File: src/rtl/matrix_mult_stream_if.sv
// Handshake bundle for matrix_mult_stream.
//   master : operand source / result consumer side (drives start, data_in,
//            in_valid, out_ready)
//   slave  : the multiplier (drives in_ready, data_out, out_valid, busy, done)
// DW and OW must match the parameters of the attached multiplier.
interface matrix_mult_stream_if #(
  parameter int DW = 8,
  parameter int OW = 17
);
  logic          start;
  logic [DW-1:0] data_in;
  logic          in_valid;
  logic          in_ready;
  logic [OW-1:0] data_out;
  logic          out_valid;
  logic          out_ready;
  logic          busy;
  logic          done;

  modport master (
    output start, data_in, in_valid, out_ready,
    input  in_ready, data_out, out_valid, busy, done
  );

  modport slave (
    input  start, data_in, in_valid, out_ready,
    output in_ready, data_out, out_valid, busy, done
  );
endinterface

File: src/rtl/matrix_mult_stream.sv
// Streaming matrix multiplier C = A x B (A is MxK, B is KxN, C is MxN).
// Operands arrive serially (A row-major, then B row-major) on a valid/ready
// handshake, one MAC per cycle computes C, and C is streamed out row-major
// with backpressure.
// Ports:
//   clk    rising-edge clock
//   reset  asynchronous active-low reset
//   bus    slave side of matrix_mult_stream_if (start, data_in/in_valid/
//          in_ready, data_out/out_valid/out_ready, busy, done)
//
// state     | meaning
// ----------+------------------------------------------------
// S_IDLE    | waiting for start
// S_LOAD_A  | accepting M*K elements of A
// S_LOAD_B  | accepting K*N elements of B
// S_COMPUTE | one multiply-accumulate per cycle, M*N*K cycles
// S_OUTPUT  | presenting C[idx] until the consumer takes it
// S_DONE    | one-cycle done pulse
module matrix_mult_stream #(
  parameter int DW     = 8,
  parameter int M      = 2,
  parameter int K      = 2,
  parameter int N      = 2,
  parameter int SIGNED = 0,
  parameter int OW     = 2*DW + $clog2(K)
) (
  input logic                clk,
  input logic                reset,
  matrix_mult_stream_if.slave bus
);

  // Product is widened to at least OW before being cut back to OW, so a
  // narrow OW simply wraps.
  localparam int PW = (OW > 2*DW) ? OW : 2*DW;
  localparam int CW = $clog2(M*K + K*N + M*N + 2);

  localparam logic [CW-1:0] LAST_A = CW'(M*K - 1);
  localparam logic [CW-1:0] LAST_B = CW'(K*N - 1);
  localparam logic [CW-1:0] LAST_C = CW'(M*N - 1);
  localparam logic [CW-1:0] LAST_M = CW'(M - 1);
  localparam logic [CW-1:0] LAST_N = CW'(N - 1);
  localparam logic [CW-1:0] LAST_K = CW'(K - 1);
  localparam logic [CW-1:0] K_C    = CW'(K);
  localparam logic [CW-1:0] N_C    = CW'(N);

  typedef enum logic [2:0] {
    S_IDLE, S_LOAD_A, S_LOAD_B, S_COMPUTE, S_OUTPUT, S_DONE
  } state_t;

  state_t        state_q, state_d;
  logic [CW-1:0] ld_q, ld_d, i_q, i_d, j_q, j_d, k_q, k_d, oidx_q, oidx_d;
  logic [OW-1:0] acc_q, acc_d;
  logic          c_we, wr_a, wr_b;

  logic [DW-1:0] a_q [M*K];
  logic [DW-1:0] b_q [K*N];
  logic [OW-1:0] c_q [M*N];

  logic [CW-1:0]          a_idx, b_idx, c_idx;
  logic [DW-1:0]          a_rd, b_rd;
  logic [OW-1:0]          c_rd, prod_ext;
  logic [2*DW-1:0]        prod_u;
  logic signed [2*DW-1:0] prod_s;
  logic [PW-1:0]          ext_u;
  logic signed [PW-1:0]   ext_s;

  assign a_idx = i_q * K_C + k_q;
  assign b_idx = k_q * N_C + j_q;
  assign c_idx = i_q * N_C + j_q;

  // Compare-based read muxes avoid index-width mismatches for any M/K/N.
  always_comb begin
    a_rd = '0;
    b_rd = '0;
    c_rd = '0;
    for (int n = 0; n < M*K; n++) if (a_idx == CW'(n)) a_rd = a_q[n];
    for (int n = 0; n < K*N; n++) if (b_idx == CW'(n)) b_rd = b_q[n];
    for (int n = 0; n < M*N; n++) if (oidx_q == CW'(n)) c_rd = c_q[n];
  end

  always_comb begin
    prod_u   = {{DW{1'b0}}, a_rd} * {{DW{1'b0}}, b_rd};
    prod_s   = $signed({{DW{a_rd[DW-1]}}, a_rd}) * $signed({{DW{b_rd[DW-1]}}, b_rd});
    ext_u    = PW'(prod_u);
    ext_s    = PW'(prod_s);
    prod_ext = (SIGNED != 0) ? ext_s[OW-1:0] : ext_u[OW-1:0];
  end

  assign wr_a = (state_q == S_LOAD_A) && bus.in_valid;
  assign wr_b = (state_q == S_LOAD_B) && bus.in_valid;

  always_comb begin
    state_d = state_q;
    ld_d    = ld_q;
    i_d     = i_q;
    j_d     = j_q;
    k_d     = k_q;
    oidx_d  = oidx_q;
    acc_d   = acc_q;
    c_we    = 1'b0;
    case (state_q)
      S_IDLE: if (bus.start) begin
        state_d = S_LOAD_A;
        ld_d    = '0;
      end
      S_LOAD_A: if (bus.in_valid) begin
        if (ld_q == LAST_A) begin
          ld_d    = '0;
          state_d = S_LOAD_B;
        end else ld_d = ld_q + 1'b1;
      end
      S_LOAD_B: if (bus.in_valid) begin
        if (ld_q == LAST_B) begin
          ld_d    = '0;
          i_d     = '0;
          j_d     = '0;
          k_d     = '0;
          state_d = S_COMPUTE;
        end else ld_d = ld_q + 1'b1;
      end
      S_COMPUTE: begin
        acc_d = ((k_q == '0) ? '0 : acc_q) + prod_ext;
        if (k_q == LAST_K) begin
          c_we = 1'b1;
          k_d  = '0;
          if (j_q == LAST_N) begin
            j_d = '0;
            if (i_q == LAST_M) begin
              i_d     = '0;
              oidx_d  = '0;
              state_d = S_OUTPUT;
            end else i_d = i_q + 1'b1;
          end else j_d = j_q + 1'b1;
        end else k_d = k_q + 1'b1;
      end
      S_OUTPUT: if (bus.out_ready) begin
        if (oidx_q == LAST_C) begin
          oidx_d  = '0;
          state_d = S_DONE;
        end else oidx_d = oidx_q + 1'b1;
      end
      S_DONE:  state_d = S_IDLE;
      default: state_d = S_IDLE;
    endcase
  end

  always_ff @(posedge clk or negedge reset) begin
    if (!reset) begin
      state_q <= S_IDLE;
      ld_q    <= '0;
      i_q     <= '0;
      j_q     <= '0;
      k_q     <= '0;
      oidx_q  <= '0;
      acc_q   <= '0;
    end else begin
      state_q <= state_d;
      ld_q    <= ld_d;
      i_q     <= i_d;
      j_q     <= j_d;
      k_q     <= k_d;
      oidx_q  <= oidx_d;
      acc_q   <= acc_d;
    end
  end

  // Matrix storage survives reset.
  always_ff @(posedge clk) begin
    for (int n = 0; n < M*K; n++) if (wr_a && ld_q == CW'(n)) a_q[n] <= bus.data_in;
    for (int n = 0; n < K*N; n++) if (wr_b && ld_q == CW'(n)) b_q[n] <= bus.data_in;
    for (int n = 0; n < M*N; n++) if (c_we && c_idx == CW'(n)) c_q[n] <= acc_d;
  end

  assign bus.in_ready  = (state_q == S_LOAD_A) || (state_q == S_LOAD_B);
  assign bus.out_valid = (state_q == S_OUTPUT);
  assign bus.data_out  = (state_q == S_OUTPUT) ? c_rd : '0;
  assign bus.busy      = (state_q != S_IDLE);
  assign bus.done      = (state_q == S_DONE);

endmodule

File: src/flat_wrapper.sv
// flat-port wrapper written by rule: the top's interface ports become plain ports
module matrix_mult_stream_flat 
#(
  parameter int DW     = 8,
  parameter int M      = 2,
  parameter int K      = 2,
  parameter int N      = 2,
  parameter int SIGNED = 0,
  parameter int OW     = 2*DW + $clog2(K)
)
  (clk, reset, bus_start, bus_data_in, bus_in_valid, bus_out_ready, bus_in_ready, bus_data_out, bus_out_valid, bus_busy, bus_done);
  matrix_mult_stream_if #(.DW(DW), .OW(OW)) bus_i ();
  input logic clk;
  input logic reset;
  input wire logic [$bits(bus_i.start)-1:0] bus_start;
  input wire logic [$bits(bus_i.data_in)-1:0] bus_data_in;
  input wire logic [$bits(bus_i.in_valid)-1:0] bus_in_valid;
  input wire logic [$bits(bus_i.out_ready)-1:0] bus_out_ready;
  output wire logic [$bits(bus_i.in_ready)-1:0] bus_in_ready;
  output wire logic [$bits(bus_i.data_out)-1:0] bus_data_out;
  output wire logic [$bits(bus_i.out_valid)-1:0] bus_out_valid;
  output wire logic [$bits(bus_i.busy)-1:0] bus_busy;
  output wire logic [$bits(bus_i.done)-1:0] bus_done;
  assign bus_i.start = bus_start;
  assign bus_i.data_in = bus_data_in;
  assign bus_i.in_valid = bus_in_valid;
  assign bus_i.out_ready = bus_out_ready;
  assign bus_in_ready = bus_i.in_ready;
  assign bus_data_out = bus_i.data_out;
  assign bus_out_valid = bus_i.out_valid;
  assign bus_busy = bus_i.busy;
  assign bus_done = bus_i.done;
  matrix_mult_stream #(.DW(DW), .M(M), .K(K), .N(N), .SIGNED(SIGNED), .OW(OW)) u_core (.clk(clk), .reset(reset), .bus(bus_i));
endmodule
File: config.mk
export PLATFORM = sky130hd
export DESIGN_NAME = matrix_mult_stream_flat
export DESIGN_NICKNAME = d
export VERILOG_FILES = /design/src/rtl/matrix_mult_stream_if.sv /design/src/rtl/matrix_mult_stream.sv /design/src/flat_wrapper.sv
export SDC_FILE = /design/constraint.sdc
export NUM_CORES = 1
export LEC_CHECK = 0
export ABC_AREA = 0
export CAP_MARGIN = 40
export CORE_MARGIN = 5
export CORE_UTILIZATION = 30
export CTS_BUF_LIST = sky130_fd_sc_hd__clkbuf_4 sky130_fd_sc_hd__clkbuf_8 sky130_fd_sc_hd__clkbuf_16
export DETAILED_ROUTE_END_ITERATION = 16
export SYNTH_ARGS = -nofsm -noshare
export SYNTH_HDL_FRONTEND = slang
export SYNTH_SLANG_ARGS = --single-unit
File: constraint.sdc
create_clock -name clk -period 6.8 [get_ports clk]
set_clock_uncertainty 0.05 [all_clocks]
set_input_delay 0.68 -clock clk [delete_from_list [all_inputs] [get_ports clk]]
set_output_delay 0.68 -clock clk [all_outputs]
set_load 0.02 [all_outputs]
======== Word-level counts from Yosys, hierarchy flattened ========
Memory sizes are Yosys's and may differ from the RTL's.
Index checks and enable logic that the tools add are counted.
word-level totals
  register bits ........................... 40
  RAM bits ................................ 132
  input bits .............................. 13
  output and inout bits ................... 21
  memories kept ........................... 3
memory list
  name        words  width  rd ports  clocked after memory_dff  wr ports  RTL line                  source
  u_core.c_q  4      17     4         0                         1         matrix_mult_stream.sv:57  logic [OW-1:0] c_q [M*N];
  u_core.a_q  4      8      4         0                         1         matrix_mult_stream.sv:55  logic [DW-1:0] a_q [M*K];
  u_core.b_q  4      8      4         0                         1         matrix_mult_stream.sv:56  logic [DW-1:0] b_q [K*N];
cells by class
  add/subtract/negate cells ............... 9
  $mul .................................... 1
  equal/unequal tests ..................... 34
  multiplexer cells ....................... 100
  reductions and logical operators ........ 42
operators with widths
  operator                                                                  number
  17-bit 2-to-1 mux                                                         10
  8-bit 2-to-1 mux                                                          14
  4-bit 2-to-1 mux                                                          16
  17-bit OR reduction                                                       3
  8-bit OR reduction                                                        6
  4-bit by 2-bit equality test with 1-bit output (second input constant)    10
  4-bit one-hot mux with 2 select lines                                     5
  1-bit 2-to-1 mux                                                          35
  4-bit by 1-bit equality test with 1-bit output (second input constant)    8
  3-bit 2-to-1 mux                                                          10
  4-bit zero test                                                           6
  4-bit by 1-bit adder with 4-bit output (second input constant)            5
  2-bit 2-to-1 mux                                                          9
  17-bit by 16-bit adder with 17-bit output                                 1
  8-bit by 8-bit multiplier with 16-bit output                              1
  3-bit one-hot mux with 5 select lines                                     1
  1-bit logical AND                                                         14
  2-bit by 1-bit inequality test with 1-bit output (second input constant)  7
  4-bit adder                                                               3
  10-bit AND reduction                                                      1
  5-bit AND reduction                                                       2
  2-bit inequality test (second input constant)                             4
  3-bit by 2-bit equality test with 1-bit output (second input constant)    2
  3-bit equality test (second input constant)                               2
  8 further kinds                                                           11

======== Depth between registers and ports, before layout ========
  depth in word-level cells ............... 12
  mapped depth ............................ 25
  depth with buffers taken out ............ 24

======== Least setup slack after synthesis ========
OpenSTA, ideal clock, no wires.
  path kind ............................... register to register
  start point ............................. register u_core.i_q[0]
  end point ............................... memory u_core.c_q[0][16] (data pin)
  arrival ................................. 5678 ps
  data required time ...................... 6466 ps
  setup slack ............................. 787 ps
  cell stages (with the launch flop) ...... 24
  path buffers ............................ 2
  cell sequence ........................... dfrtp_1 ha_1 inv_1 fa_1 xnor2_1 xnor2_1 and2_1 clkbuf_1 clkbuf_1 nand2_1 nor2_1 fa_1 fa_1 fa_1 inv_1 fa_1 inv_1 ha_1 a21oi_1 o22ai_1 a221oi_1 a2111o_1 o31a_1 nand3_1
on the way
  longest elaborated chain between the ends .. 12
  elaborated cells on any way between the ends .. 26
ends and longest elaborated chain
  element                                           RTL line                   source
  from (decl)                                       matrix_mult_stream.sv:51   logic [CW-1:0] ld_q, ld_d, i_q, i_d, j_q, j_d, k_q, k_d, oidx_q, oidx_d;
  from (signal assigned)                            matrix_mult_stream.sv:159  i_q <= i_d;
  4-bit adder (*)                                   matrix_mult_stream.sv:67   assign a_idx = i_q * K_C + k_q;
  4-bit zero test                                   matrix_mult_stream.sv:76   for (int n = 0; n < M*K; n++) if (a_idx == CW'(n)) a_rd = a_q[n];
  8-bit 2-to-1 mux (3 in series)                    matrix_mult_stream.sv:76
  8-bit 2-to-1 mux (*)                              matrix_mult_stream.sv:76
  8-bit by 8-bit multiplier with 16-bit output (*)  matrix_mult_stream.sv:82   prod_u = {{DW{1'b0}}, a_rd} * {{DW{1'b0}}, b_rd};
  17-bit by 16-bit adder with 17-bit output (*)     matrix_mult_stream.sv:122  acc_d = ((k_q == '0) ? '0 : acc_q) + prod_ext;
  17-bit 2-to-1 mux (*)                             matrix_mult_stream.sv:101  case (state_q)
  named net u_core.acc_d[16]                        matrix_mult_stream.sv:52   logic [OW-1:0] acc_q, acc_d;
  17-bit 2-to-1 mux (no source line) (2 in series)  n/a
  17-bit 2-to-1 mux (no source line) (*)            n/a
  to (decl)                                         matrix_mult_stream.sv:57
The timed path passes the listed nets; every way through them passes the cells marked *.

======== Final worst setup path ========
Ends and elaborated chain as after synthesis.

==> results.md <==
- Status: finished, final reports clean
- R2r endpoint: u_core.c_q[0][16]
- Routability cong.: 0.852
- GR Util All Layers: 12.2%
- Final WS setup: 454 ps
- Gate count after technology mapping: 867
- Area growth syn-to-layout: 15.1%
- Drt first pass iters: 5
- Routed WL per cell: 15.8 um
- Relative slew margins: 41.2%
- Reg2reg setup slack: 450 ps
- DRC: 0
- Synth Flop Type: edfxtp_1
- Post-Syn Area per Cell: 11.5 um^2
- Share of cells above drive strength 1: 8.78%
- Antenna Cells: 0
- Synth area leaders: edfxtp_1 40%, fa_1 11%, dfrtp_1 10%
- Crit path time final: 6350 ps
- IO Pins: 34
- Post-synthesis async set-or-reset flop share: 23.3%
- Post-cts gate resize count: 0
- Synth Warn #: 0
- Post-CTS setup buffers: 0
- Crit path max fanout: 11
- Synth Net Count: 986
- Post-synth EDFFs: 132
- Clock root buffer: clkbuf_16
- Worst min path class: in -> async
- Final-report max-slew violation count: 0
- Worst R2R Start: u_core.i_q[0]
- Sink Count: 172
- Worst-Skew Late Latency: 430 ps
- Clock slew at reported path FFs: 80 ps
- MaxCap Viol Count: 0
- Yosys top cell area share: 39.8%
- Cell Area, Synth: 9950 um^2
- Final period util: 93.3%
- Multi-input gate area: 4470 um^2
- Post-DP HPWL: 15600 um
- Most frequent cells in the layout: 132 x edfxtp_1, 104 x inv_1, 100 x nor2_1
- FF+latch area: 4960 um^2
- Worst R2R Path Depth: 22
- Vias in the first global route: 6766
- Hold slack: 160 ps
- Critical path type: reg -> reg
- Core box area: 32600 um^2
- Die Ht: 192 um
- Slew at the pin closest to its max-slew limit: 877 ps
- Number of port buffers: 33
- Die area: 36900 um^2
- Kind of end point of the critical path: register
- Total CTS buffers: 17
- Initial Utilization: 30.5%
- Post-place setup slack: 283 ps
- Commonest non-fill, non-tap cell in the layout: edfxtp_1
- Power density cells: 321 nW/um^2
- Lkg Pwr: 4.54 nW
- Nets: 1017
- Gr ovfl total: 0
- Initial antenna violation count: 0
- VDD IR-drop max: 0.163 mV
- H-tree levels: 4
- DIE WIDTH: 192 um
- Synth area leader: edfxtp_1
- Number of DRC markers in iteration 0: 444
- Via count: 6520
- TritonCTS clock tree: built
- Fmax: 158 MHz
- Final setup vio count: 0
- Clock Path Buffers: 2
- Post-cts hold buffer count: 0
- Final wirelength: 21300 um
- Final ANT Viol Nets: 0
- Startpoint types: register
- Pin count of the biggest net entering global routing: 37
- # rows: 66
- Setup_tns: 0 ps
- Global-route wire length before repair: 35700 um
- RSZ-0062 raised after global routing: no
- Via/cell ratio: 4.82
- Post-synth cell types: 60
- Fill count: 3219
- Crit path DAT: 6440 ps
- Seq/Total Area, Yosys: 49.9%
- CP Data Required Time: 6890 ps
- Fin. Hold Viols: 0
- Flops & latches, synth: 172
critical path, stage by stage (launching register included):
cell and delay, ps:
dfrtp_1 480, ha_1 200, inv_1 50, fa_1 370, xnor2_1 190, xnor2_1 130, and2_1 220, buf_4 200
nand2_1 150, nor2_1 200, fa_1 490, fa_1 520, fa_1 550, inv_1 50, fa_1 520, inv_1 40
ha_1 330, a21oi_1 180, o22ai_1 130, a221oi_1 500, a2111o_1 230, o31a_1 120, nand3_1 150
flip-flops by register name, summed over array words and instances, names as in the netlist:
name,cells
u_core.a_q,32
u_core.acc_q,17
u_core.b_q,32
u_core.c_q,68
u_core.i_q,4
u_core.j_q,4
u_core.k_q,4
u_core.ld_q,4
u_core.oidx_q,4
u_core.state_q,3
power breakdown:
group	internal, mW	leakage [nW]	switching [mW]
sequential	1.26	1.69	0.0661
combinational	0.500	2.56	0.884
clock	0.494	0.288	0.470
cells by family (layout without fill, tap and decap cells):
kind of cell    after synthesis  in the layout  share of synthesized area (%)
compound gates              114            114                           7.96
xor+xnor                     17             17                           1.50
fa+ha+maj                   106            106                           17.3
buf+inv                     142            186                           5.43
flops                       172            172                           49.9
mux                          20             20                           3.92
simple gates                296            296                           13.9
layer usage:
| metal | up-vias | track usage (%) | share of wire [%] |
|---|---|---|---|
| li1 | 3109 | - | - |
| met1 | 3240 | 16.3 | 45 |
| met2 | 154 | 20.7 | 50 |
| met3 | 17 | 2.29 | 4.6 |
| met4 | 0 | 2.77 | 0.93 |
| met5 | - | 0 | 0 |
synthesized netlist by cell type, types with 4 or more instances:
library cell  instances
fa_1                 53
a21oi_1              31
nand2_1              73
clkbuf_1             30
xnor2_1              11
nor2_1              100
nor3_1               29
nand3_1              26
xor2_1                6
a21o_1                5
nand4_1              13
dfrtp_1              40
edfxtp_1            132
or3_1                 6
nand2b_1              4
o21ai_0              28
and2_1               16
buf_2                 5
mux4_2               15
ha_1                 53
and3_1               11
inv_1               104
a222oi_1             17
worst max path at each step:
stage	from	end	cells past startpoint
2_1_floorplan	u_core.i_q[0]	u_core.c_q[0][16]	23
3_3_place_gp	u_core.i_q[0]	u_core.c_q[3][14]	21
3_5_place_dp	u_core.k_q[1]	u_core.c_q[2][14]	19
4_1_cts	u_core.k_q[1]	u_core.c_q[3][14]	19
5_1_grt	u_core.i_q[0]	u_core.c_q[1][12]	22
6_report	u_core.i_q[0]	u_core.c_q[0][16]	22
stage by stage:
step | area (um^2) | instances | util, % | power, mW
final | 11500 | 1353 | 35.1 | 3.67
after global routing | 11500 | 1353 | 35.1 | 3.96
after CTS | 11400 | 1353 | 35.1 | 3.71
after floorplan | 9950 | 867 | - | 2.37
after global placement | 10800 | 1318 | 33.1 | 2.72
after detailed placement | 10900 | 1321 | 33.3 | 2.74
final cells by class:
cell class                 count  area share [%]
sequential                   172            43.4
timing repair buffer          50            4.13
clock inverter                15            1.50
multi-input combinational    553            39.1
inverter                     104            3.41
tap                          442            4.83
clock buffer                  17            3.72
(Power assumes the default switching activity.)
